--- src/rtl/alu_seq_unit.sv ---
`default_nettype none
// ============================================================================
// Module      : alu_seq_unit
// Description : Sequential ALU for the EX stage of the multi-cycle datapath.
//               Decodes i_ALUop / i_funct into a 4-bit ALU control code,
//               latches the operands on a start handshake and produces the
//               result itself. Single-cycle ops finish with latency 1.
//               Variable shifts take 1+shamt cycles and multiply takes
//               1+WIDTH cycles, using one step per cycle.
//
// Ports       : i_clk      rising-edge clock
//               i_rst      synchronous active-high reset
//               i_start    operation request, taken only while o_busy = 0
//               i_ALUop    operation class from the control FSM
//               i_funct    R-type funct field (used when i_ALUop = 010)
//               i_a, i_b   operands (i_b[SHAMT_W-1:0] = shift amount)
//               o_busy     high from the cycle after accept through o_done
//               o_done     one-cycle pulse, result valid
//               o_result   registered result, held until the next o_done
//               o_zero     (o_result == 0), updated together with o_result
//               o_ALUctrl  decoded control code of the last accepted op
//               o_illegal  set with o_done on an undefined decode
//
// Revision    : 1.0 - initial release
// ============================================================================
module alu_seq_unit #(
    parameter int WIDTH   = 32,
    parameter int SHAMT_W = 5
) (
    input  logic               i_clk,
    input  logic               i_rst,
    input  logic               i_start,
    input  logic [2:0]         i_ALUop,
    input  logic [5:0]         i_funct,
    input  logic [WIDTH-1:0]   i_a,
    input  logic [WIDTH-1:0]   i_b,
    output logic               o_busy,
    output logic               o_done,
    output logic [WIDTH-1:0]   o_result,
    output logic               o_zero,
    output logic [3:0]         o_ALUctrl,
    output logic               o_illegal
);

    // ------------------------------------------------------------------
    // Constants
    // ------------------------------------------------------------------
    localparam logic [1:0] c_ST_IDLE = 2'd0;
    localparam logic [1:0] c_ST_EXEC = 2'd1;
    localparam logic [1:0] c_ST_DONE = 2'd2;

    localparam logic [3:0] c_CTRL_AND  = 4'b0000;
    localparam logic [3:0] c_CTRL_OR   = 4'b0001;
    localparam logic [3:0] c_CTRL_ADD  = 4'b0010;
    localparam logic [3:0] c_CTRL_SUB  = 4'b0110;
    localparam logic [3:0] c_CTRL_SLT  = 4'b0111;
    localparam logic [3:0] c_CTRL_NOR  = 4'b1000;
    localparam logic [3:0] c_CTRL_DIV2 = 4'b1001;
    localparam logic [3:0] c_CTRL_SRAV = 4'b1010;
    localparam logic [3:0] c_CTRL_XOR  = 4'b1011;
    localparam logic [3:0] c_CTRL_MUL  = 4'b1100;
    localparam logic [3:0] c_CTRL_SRLV = 4'b1101;
    localparam logic [3:0] c_CTRL_SLLV = 4'b1110;
    localparam logic [3:0] c_CTRL_ILL  = 4'b1111;

    // Iteration counter must hold WIDTH itself, hence one extra bit.
    localparam logic [SHAMT_W:0] c_K_MUL   = (SHAMT_W+1)'(WIDTH);
    localparam logic [SHAMT_W:0] c_CNT_ONE = (SHAMT_W+1)'(1);

    // ------------------------------------------------------------------
    // Registers and next-state wires
    // ------------------------------------------------------------------
    logic [1:0]         r_state_q,   w_state_d;
    logic [SHAMT_W:0]   r_cnt_q,     w_cnt_d;
    logic [WIDTH-1:0]   r_acc_q,     w_acc_d;     // working value / product
    logic [WIDTH-1:0]   r_opa_q,     w_opa_d;     // multiplicand (shifts left)
    logic [WIDTH-1:0]   r_opb_q,     w_opb_d;     // multiplier (shifts right)
    logic [3:0]         r_ctrl_q,    w_ctrl_d;
    logic               r_done_q,    w_done_d;
    logic [WIDTH-1:0]   r_result_q,  w_result_d;
    logic               r_zero_q,    w_zero_d;
    logic               r_illegal_q, w_illegal_d;

    logic [3:0]         w_dec_ctrl;
    logic [3:0]         w_funct_ctrl;
    logic [WIDTH-1:0]   w_single_res;
    logic [WIDTH-1:0]   w_load_val;
    logic [SHAMT_W:0]   w_k_init;
    logic               w_slt;
    logic               w_busy;
    logic               w_accept;

    // ------------------------------------------------------------------
    // Handshake
    // ------------------------------------------------------------------
    // The done cycle still counts as busy, so a start coinciding with
    // o_done is dropped even though the FSM is already back in IDLE.
    assign w_busy   = (r_state_q != c_ST_IDLE) | r_done_q;
    assign w_accept = i_start & ~w_busy;

    // ------------------------------------------------------------------
    // Decode
    // ------------------------------------------------------------------
    always_comb begin
        w_funct_ctrl = c_CTRL_ILL;
        case (i_funct)
            6'b000000: w_funct_ctrl = c_CTRL_ADD;
            6'b100000: w_funct_ctrl = c_CTRL_ADD;
            6'b100010: w_funct_ctrl = c_CTRL_SUB;
            6'b100100: w_funct_ctrl = c_CTRL_AND;
            6'b100101: w_funct_ctrl = c_CTRL_OR;
            6'b101010: w_funct_ctrl = c_CTRL_SLT;
            6'b100110: w_funct_ctrl = c_CTRL_XOR;
            6'b100111: w_funct_ctrl = c_CTRL_NOR;
            6'b000100: w_funct_ctrl = c_CTRL_SLLV;
            6'b000110: w_funct_ctrl = c_CTRL_SRLV;
            6'b000111: w_funct_ctrl = c_CTRL_SRAV;
            6'b011000: w_funct_ctrl = c_CTRL_MUL;
            6'b000010: w_funct_ctrl = c_CTRL_DIV2;
            default:   w_funct_ctrl = c_CTRL_ILL;
        endcase
    end

    always_comb begin
        w_dec_ctrl = c_CTRL_ILL;
        case (i_ALUop)
            3'b000:  w_dec_ctrl = c_CTRL_ADD;
            3'b001:  w_dec_ctrl = c_CTRL_SUB;
            3'b010:  w_dec_ctrl = w_funct_ctrl;
            3'b011:  w_dec_ctrl = c_CTRL_AND;
            3'b100:  w_dec_ctrl = c_CTRL_SLT;
            3'b101:  w_dec_ctrl = c_CTRL_SLLV;
            3'b110:  w_dec_ctrl = c_CTRL_XOR;
            default: w_dec_ctrl = c_CTRL_DIV2;
        endcase
    end

    // ------------------------------------------------------------------
    // Single-cycle datapath, evaluated on the live operands at accept
    // ------------------------------------------------------------------
    assign w_slt = ($signed(i_a) < $signed(i_b));

    always_comb begin
        w_single_res = '0;
        case (w_dec_ctrl)
            c_CTRL_ADD:  w_single_res = i_a + i_b;
            c_CTRL_SUB:  w_single_res = i_a - i_b;
            c_CTRL_AND:  w_single_res = i_a & i_b;
            c_CTRL_OR:   w_single_res = i_a | i_b;
            c_CTRL_XOR:  w_single_res = i_a ^ i_b;
            c_CTRL_NOR:  w_single_res = ~(i_a | i_b);
            c_CTRL_SLT:  w_single_res = {{(WIDTH-1){1'b0}}, w_slt};
            c_CTRL_DIV2: w_single_res = {i_a[WIDTH-1], i_a[WIDTH-1:1]};
            // Illegal and iterative ops load zero here; iterative ops
            // take their start value from w_load_val instead.
            default:     w_single_res = '0;
        endcase
    end

    // Initial working value and iteration count for the accepted op.
    always_comb begin
        w_load_val = w_single_res;
        w_k_init   = '0;
        case (w_dec_ctrl)
            c_CTRL_SLLV,
            c_CTRL_SRLV,
            c_CTRL_SRAV: begin
                w_load_val = i_a;
                w_k_init   = {1'b0, i_b[SHAMT_W-1:0]};
            end
            c_CTRL_MUL: begin
                w_load_val = '0;
                w_k_init   = c_K_MUL;
            end
            default: begin
                w_load_val = w_single_res;
                w_k_init   = '0;
            end
        endcase
    end

    // ------------------------------------------------------------------
    // Sequencer
    // ------------------------------------------------------------------
    always_comb begin
        w_state_d   = r_state_q;
        w_cnt_d     = r_cnt_q;
        w_acc_d     = r_acc_q;
        w_opa_d     = r_opa_q;
        w_opb_d     = r_opb_q;
        w_ctrl_d    = r_ctrl_q;
        w_done_d    = 1'b0;
        w_result_d  = r_result_q;
        w_zero_d    = r_zero_q;
        w_illegal_d = r_illegal_q;

        case (r_state_q)
            c_ST_IDLE: begin
                if (w_accept) begin
                    w_ctrl_d    = w_dec_ctrl;
                    w_illegal_d = 1'b0;
                    w_cnt_d     = w_k_init;
                    w_acc_d     = w_load_val;
                    w_opa_d     = i_a;
                    w_opb_d     = i_b;
                    w_state_d   = (w_k_init == '0) ? c_ST_DONE : c_ST_EXEC;
                end
            end

            c_ST_EXEC: begin
                w_cnt_d = r_cnt_q - c_CNT_ONE;
                case (r_ctrl_q)
                    c_CTRL_SLLV: w_acc_d = {r_acc_q[WIDTH-2:0], 1'b0};
                    c_CTRL_SRLV: w_acc_d = {1'b0, r_acc_q[WIDTH-1:1]};
                    c_CTRL_SRAV: w_acc_d = {r_acc_q[WIDTH-1], r_acc_q[WIDTH-1:1]};
                    c_CTRL_MUL: begin
                        // Shift-add: the multiplier LSB gates the add, then
                        // both operands move one place for the next bit.
                        w_acc_d = r_opb_q[0] ? (r_acc_q + r_opa_q) : r_acc_q;
                        w_opa_d = {r_opa_q[WIDTH-2:0], 1'b0};
                        w_opb_d = {1'b0, r_opb_q[WIDTH-1:1]};
                    end
                    default:     w_acc_d = r_acc_q;
                endcase
                if (r_cnt_q == c_CNT_ONE) begin
                    w_state_d = c_ST_DONE;
                end
            end

            c_ST_DONE: begin
                w_done_d    = 1'b1;
                w_result_d  = r_acc_q;
                w_zero_d    = (r_acc_q == '0);
                w_illegal_d = (r_ctrl_q == c_CTRL_ILL);
                w_state_d   = c_ST_IDLE;
            end

            default: begin
                w_state_d = c_ST_IDLE;
            end
        endcase
    end

    always_ff @(posedge i_clk) begin
        if (i_rst) begin
            r_state_q   <= c_ST_IDLE;
            r_cnt_q     <= '0;
            r_acc_q     <= '0;
            r_opa_q     <= '0;
            r_opb_q     <= '0;
            r_ctrl_q    <= c_CTRL_ADD;
            r_done_q    <= 1'b0;
            r_result_q  <= '0;
            r_zero_q    <= 1'b1;
            r_illegal_q <= 1'b0;
        end else begin
            r_state_q   <= w_state_d;
            r_cnt_q     <= w_cnt_d;
            r_acc_q     <= w_acc_d;
            r_opa_q     <= w_opa_d;
            r_opb_q     <= w_opb_d;
            r_ctrl_q    <= w_ctrl_d;
            r_done_q    <= w_done_d;
            r_result_q  <= w_result_d;
            r_zero_q    <= w_zero_d;
            r_illegal_q <= w_illegal_d;
        end
    end

    // ------------------------------------------------------------------
    // Outputs
    // ------------------------------------------------------------------
    assign o_busy    = w_busy;
    assign o_done    = r_done_q;
    assign o_result  = r_result_q;
    assign o_zero    = r_zero_q;
    assign o_ALUctrl = r_ctrl_q;
    assign o_illegal = r_illegal_q;

endmodule
`default_nettype wire

--- config.mk ---
export PLATFORM = sky130hd
export DESIGN_NAME = alu_seq_unit
export DESIGN_NICKNAME = d
export VERILOG_FILES = /design/src/rtl/alu_seq_unit.sv
export SDC_FILE = /design/constraint.sdc
export NUM_CORES = 1
export LEC_CHECK = 0
export CAP_MARGIN = 40
export CORE_ASPECT_RATIO = 1.75
export CORE_MARGIN = 2
export CORE_UTILIZATION = 62
export CTS_BUF_LIST = sky130_fd_sc_hd__clkbuf_8
export DETAILED_ROUTE_END_ITERATION = 8
export GPL_TIMING_DRIVEN = 0
export PLACE_DENSITY = 0.84
export SETUP_SLACK_MARGIN = 0.02
export SLEW_MARGIN = 25
export SYNTH_ARGS = -nofsm -noshare
export SYNTH_HDL_FRONTEND = slang
export SYNTH_SLANG_ARGS = --single-unit
--- constraint.sdc ---
create_clock -name i_clk -period 7.7 [get_ports i_clk]
set_input_delay 1.54 -clock i_clk [delete_from_list [all_inputs] [get_ports i_clk]]
set_output_delay 1.54 -clock i_clk [all_outputs]
set_load 0.02 [all_outputs]
### Word-level counts from Yosys, hierarchy flattened

Memory sizes are Yosys's and may differ from the RTL's.
Cells that the tools add are included.

| cells by class | value |
|---|---|
| reductions and logical operators | 16 |
| $add $sub $neg | 4 |
| $lt $le $gt $ge | 1 |
| multiplexer cells | 23 |
| bitwise operators | 7 |
| eq/ne operators | 32 |

Operator list:

| kind | number |
|---|---|
| $pmux W32 S2 | 4 |
| $pmux W32 S8 | 1 |
| $mux W32 | 6 |
| $pmux W32 S4 | 1 |
| $add A32 B32 Y32 | 2 |
| $eq A4 B4 Y1 const B | 12 |
| $and A32 B32 Y32 | 1 |
| $logic_not A32 Y1 | 1 |
| $lt A32 B32 Y1 | 1 |
| $not A32 Y32 | 1 |
| $or A32 B32 Y32 | 1 |
| $sub A32 B32 Y32 | 1 |
| $xor A32 B32 Y32 | 1 |
| $pmux W4 S7 | 1 |
| $pmux W6 S2 | 2 |
| $eq A3 B3 Y1 const B | 3 |
| $eq A4 B3 Y1 const B | 2 |
| $reduce_and A2 Y1 | 4 |
| $eq A3 B2 Y1 const B | 2 |
| $eq A6 B1 Y1 const B | 1 |
| $logic_not A6 Y1 | 1 |
| $mux W2 | 3 |
| $mux W6 | 1 |
| $ne A2 B2 Y1 const B | 3 |
| other kinds (24) | 27 |

| word-level totals | value |
|---|---|
| output and inout port bits | 40 |
| bits in registers | 143 |
| word-level logic and storage cells | 95 |
| memories | 1 |
| bits of input ports | 76 |
| ROM bits | 256 |

Memories:

| memory | words | bits a word | rd ports | clocked after memory_dff | wr ports | line | RTL |
|---|---|---|---|---|---|---|---|
| (name not given) | 64 | 4 | 1 | 0 | 0 | 106 | `case (i_funct)` |

### Depth between registers and ports, before layout

| depth | value |
|---|---|
| depth in word-level cells | 9 |
| depth in mapped cells | 14 |
| mapped depth without buffers | 13 |

### Worst setup path before layout

OpenSTA, ideal clock, no wires.

| path | value |
|---|---|
| path kind | in2reg |
| start | in i_a[0] |
| end | reg r_acc_q[30] |
| setup time | 122 ps |
| path buffers | 0 |
| slack | 3308 ps |
| cell stages on the path | 11 |
| data required time | 7578 ps |
| arrival time | 4271 ps |
| cells stage by stage | ha_1 -> fa_1 -> a211oi_1 -> o21bai_1 -> o31a_1 -> a221o_1 -> a311oi_4 -> o221ai_1 -> a21oi_1 -> nor3b_1 -> o311a_1 |

| on the way | value |
|---|---|
| cells in the longest elaborated chain, start to end | 5 |
| elaborated cells between the ends (all ways) | 6 |
| those cells by class | add/sub: 2; mux: 4 |

RTL lines:

| element | line | RTL |
|---|---|---|
| start, declared | 35 | `input logic [WIDTH-1:0] i_a,` |
| $sub A32 B32 Y32 or $add A32 B32 Y32 (tied branches) | 147, 146 |  |
| $pmux W32 S8 (*) | 145 | `case (w_dec_ctrl)` |
| $pmux W32 S2 (*) | 164 | `case (w_dec_ctrl)` |
| $mux W32 (*) | 199 | `if (w_accept) begin` |
| $pmux W32 S2 (*) | 197 | `case (r_state_q)` |
| end signal, assigned | 259 | `r_acc_q <= w_acc_d;` |
| end, declared | 75 | `logic [WIDTH-1:0] r_acc_q, w_acc_d;` |

Mark *: on every way between the ends. The rest lies on a longest branch, timed or not. The select of a mux whose other input is x is not followed.
A chain may end at the register's enable or synchronous reset.

### Worst setup path in the final report

| path | value |
|---|---|
| start | in i_funct[0] |
| end | reg r_acc_q[19] |

| on the way | value |
|---|---|
| cells in the longest elaborated chain, start to end | 7 |
| elaborated cells between the ends (all ways) | 19 |
| those cells by class | eq/ne: 11; mux: 5; reduce/logical: 2; memory: 1 |

RTL lines:

| element | line | RTL |
|---|---|---|
| start, declared | 34 | `input logic [5:0] i_funct,` |
| $mem_v2 Z64 W4 (*) | -- |  |
| $pmux W4 S7 (*) | 126 | `case (i_ALUop)` |
| $eq A4 B4 Y1, or another cell as far along | 145 |  |
| $pmux W32 S8 or $reduce_or A3 Y1 (tied branches) | 145, 164 |  |
| $pmux W32 S2 (*) | 164 |  |
| $mux W32 (*) | 199 |  |
| $pmux W32 S2 (*) | 197 |  |

Marks and branches as above.

==> impl_metrics.json <==
{
  "outcome": "finished with violations",
  "violations": "DRC",
  "grt_pass1_wl_um": 102000,
  "powerDensity_mw_per_mm2": 179,
  "end_kind": "register",
  "cts_buffers": 17,
  "min-delay-start": "o_result[16]$_SDFFE_PP0P_",
  "yosys.area_share.adder": 0.118,
  "critPathMaxStageDelay_ns": 0.88,
  "grt-ovfl-total": 0,
  "nFillCells": 1994,
  "placed_area_mm2": 0.0162,
  "relSlewSlack": 0.330,
  "min_path_type": "register to register",
  "synth_xor_area_frac": 0.0185,
  "tns_ns": 0,
  "clkSinkCount": 143,
  "fin_crit_ns": 5.57,
  "fp.dieArea_mm2": 0.0250,
  "dr_wl_met2_um": 29200,
  "routedWlPerCell_um": 26.6,
  "synthFlopType": "dfxtp_1",
  "ys_ff_latch": 143,
  "antenna_found_initial": 2,
  "cts_resized": 0,
  "arrival_ns": 5.99,
  "critPathLaunchType": "input port",
  "nets": 2460,
  "setup_slack_ns": 2.13,
  "r2r_slack_ns": 3.83,
  "final_max_slew_viol_count": 0,
  "synth_area_mm2": 0.0147,
  "highest_layer": "met5",
  "required_ns": 8.12,
  "final-setup-viol-count": 0,
  "synth_warnings": 0,
  "antenna_left": 0,
  "synth_top_family_by_area": "compound AO/OA/AOI/OAI gates",
  "clkTransAtPathRegs_ns": 0.09,
  "critPathMaxFanout": 10,
  "viasPerCell": 7.34,
  "grt_pass1_vias": 17728,
  "peakVddDrop_mv": 0.120,
  "hold_buffers": 0,
  "r2r_end": "r_acc_q[23]$_SDFFE_PP0P_",
  "die_h_um": 208,
  "num_rows": 74,
  "syn_to_final_growth_pct": 13.9,
  "grt_util_all_layers": 0.534,
  "timing.rr.start": "r_acc_q[8]$_SDFFE_PP0P_",
  "clk_latency_ns": 0.51,
  "critPathKind": "input port to register",
  "pre_cts_ws_ns": 1.93,
  "cts_max_level": 4,
  "fin_area_mm2": 0.0167,
  "post_cts_buffers": 0,
  "tightest_slew_ns": 0.994,
  "start_util": 0.629,
  "finClkSkew_ns": 0.0188,
  "synth_nets": 2317,
  "drt-pass1-iter-count": 9,
  "syn-instance-count": 2104,
  "antenna_cells": 0,
  "fp.dieW_um": 120,
  "hold_viol": 0,
  "wl_met3_um": 8390,
  "routed_wl_um": 68300,
  "tritoncts": "done",
  "fin_worst_hold_slack_ns": 0.460,
  "syn_area_per_cell_um2": 6.97,
  "wl_met1_um": 20700,
  "cts_root_buf": "clkbuf_8",
  "ff2ff_path_depth": 10,
  "synth_compound_area_frac": 0.368,
  "dpl.cell_count": 2527,
  "portBuffers": 114,
  "rsz0062_at_grt": "no",
  "clock_path_buffers": 2,
  "synthArstFlopShare": 0,
  "synth-edff-count": 0,
  "critPathSlowestCell": "a2111oi_4",
  "num_io_pins": 116,
  "gp_congestion": 1.13,
  "synth.distinct_cells": 91,
  "yosys.area_share.simple": 0.218,
  "place_hpwl_um": 51800,
  "crit_chain": "clkdlybuf4s50_1, inv_1, ha_1, a211o_1, o2bb2ai_1, o21ai_2, a2111oi_4, clkbuf_1, a21oi_1, a2bb2oi_1, o21ai_0, a211oi_1",
  "finalCritPeriodShare": 0.723,
  "ys_seq_area_frac": 0.195,
  "min_path_cells": 2,
  "grt_max_degree": 17,
  "fin_cells": 2564,
  "drv_cap": 0,
  "synthMuxAreaShare": 0.00964,
  "p_leak_nw": 6.54,
  "core_mm2": 0.0233,
  "max_freq_ghz": 0.180,
  "first_iter_violations": 2934,
  "drive_gt1_frac": 0.0456,
  "remaining_drc_errors": 5,
  "worstHoldEndpoint": "o_result[16]$_SDFFE_PP0P_",
  "vias": 18819
}
[per-stage QoR]
stage / power, mW / util
global placement: 2.18 / 0.694
floorplan: 1.76 / -
finish: 3.00 / 0.716
detailed placement: 2.22 / 0.696
global route: 3.08 / 0.716
CTS: 2.87 / 0.714
[cells by family after synthesis]
| family | count (synthesis) |
|---|---|
| AOI/OAI and AO/OA | 773 |
| DFF | 143 |
| adders and majority gates | 137 |
| and+or+nand+nor | 735 |
| xor gates and xnor gates | 31 |
| muxes | 14 |
| buffers and inverters | 271 |
[cell usage in the layout (no fill, tap or decap), types with 10 or more instances in the layout]
cell	synthesis	final
a211o_1	11	11
a211oi_1	32	32
a21o_1	22	22
a21oi_1	220	220
a221oi_1	46	46
a22oi_1	24	24
a311oi_1	71	71
a31oi_1	19	19
buf_1	19	19
buf_2	23	27
clkbuf_1	103	103
clkbuf_8	0	17
clkdlybuf4s50_1	0	114
dfxtp_1	143	143
ha_1	134	134
inv_1	122	122
mux2i_1	13	13
nand2_1	299	299
nand2b_1	15	15
nand3_1	32	32
nand4_1	15	15
nor2_1	244	244
nor2b_1	15	15
nor3_1	42	42
nor4_1	24	23
o211ai_1	52	52
o21a_1	11	11
o21ai_0	99	99
o21bai_1	20	20
o221ai_1	12	12
o31ai_1	17	17
or3_1	10	10
xnor2_1	19	19
xor2_1	12	12
[power breakdown]
group | switching (mW) | internal [mW]
combinational | 0.916 | 0.461
sequential | 0.112 | 0.823
clock | 0.378 | 0.306
[state kept, by name, summed over array words and instances (netlist names)]
name / flops
o_result: 32
o_done: 1
r_cnt_q: 6
r_opb_q: 32
o_illegal: 1
r_state_q: 2
o_ALUctrl: 4
o_zero: 1
r_opa_q: 32
r_acc_q: 32
[worst max path at each step]
| stage | startpoint | end | cells past startpoint |
|---|---|---|---|
| 6_report | i_funct[0] | r_acc_q[19]$_SDFFE_PP0P_ | 12 |
| 5_1_grt | i_a[1] | r_acc_q[23]$_SDFFE_PP0P_ | 12 |
| 4_1_cts | i_a[1] | r_acc_q[23]$_SDFFE_PP0P_ | 12 |
| 3_5_place_dp | i_a[1] | r_acc_q[23]$_SDFFE_PP0P_ | 12 |
| 3_3_place_gp | i_a[12] | r_acc_q[27]$_SDFFE_PP0P_ | 12 |
| 2_1_floorplan | i_a[0] | r_acc_q[30]$_SDFFE_PP0P_ | 11 |
[area by class of cell]
cell class / instances / area, um^2 / share of cell area
buffer: 149 / 607 / 0.0363
clock buffer: 17 / 234 / 0.0140
clock inverter: 15 / 193 / 0.0115
inverter: 122 / 458 / 0.0274
multi-input combinational: 1690 / 10800 / 0.644
sequential: 143 / 2860 / 0.171
tap: 304 / 380 / 0.0228
timing repair buffer: 124 / 1220 / 0.0730
[Yosys cell counts (6+ instances only)]
cell type  instances  area share
o31ai_1           17      0.0087
o21bai_1          20       0.010
clkbuf_1         103       0.026
buf_2             23      0.0078
a211o_1           11      0.0066
nand2_1          299       0.076
a21oi_1          220       0.075
o41ai_1            6      0.0036
a31oi_1           19      0.0081
o21ai_0           99       0.034
a311oi_1          71       0.042
inv_1            122       0.031
nand2b_1          15      0.0064
a221oi_1          46       0.027
a211oi_1          32       0.016
a21o_1            22       0.011
nor2_1           244       0.062
xnor2_1           19       0.011
nor3b_1            9      0.0046
buf_1             19      0.0049
a221o_1            9      0.0061
a21boi_0           9      0.0046
o221ai_1          12      0.0072
a22oi_1           24       0.012
ha_1             134        0.11
or3_1             10      0.0043
dfxtp_1          143        0.20
nand4_1           15      0.0064
xor2_1            12      0.0072
nor3_1            42       0.014
nor4_1            24       0.010
nor2b_1           15      0.0064
a222oi_1           9      0.0061
nand3_1           32       0.011
a2111oi_0          8      0.0048
o211ai_1          52       0.027
mux2i_1           13      0.0089
o21ai_1            6      0.0020
o21a_1            11      0.0056
[worst max-delay path: cells and delay by family]
kind            cells  cell delay [ns]
compound gates      8             2.74
fa+ha+maj           1             0.31
buf+inv             3             1.37
[routing by layer]
| layer | up-vias | track usage |
|---|---|---|
| li1 | 8070 | - |
| met1 | 8367 | 0.531 |
| met2 | 1657 | 0.822 |
| met3 | 723 | 0.186 |
| met4 | 2 | 0.565 |
| met5 | - | 0 |
Note: power is estimated with default switching activity, not from simulation.
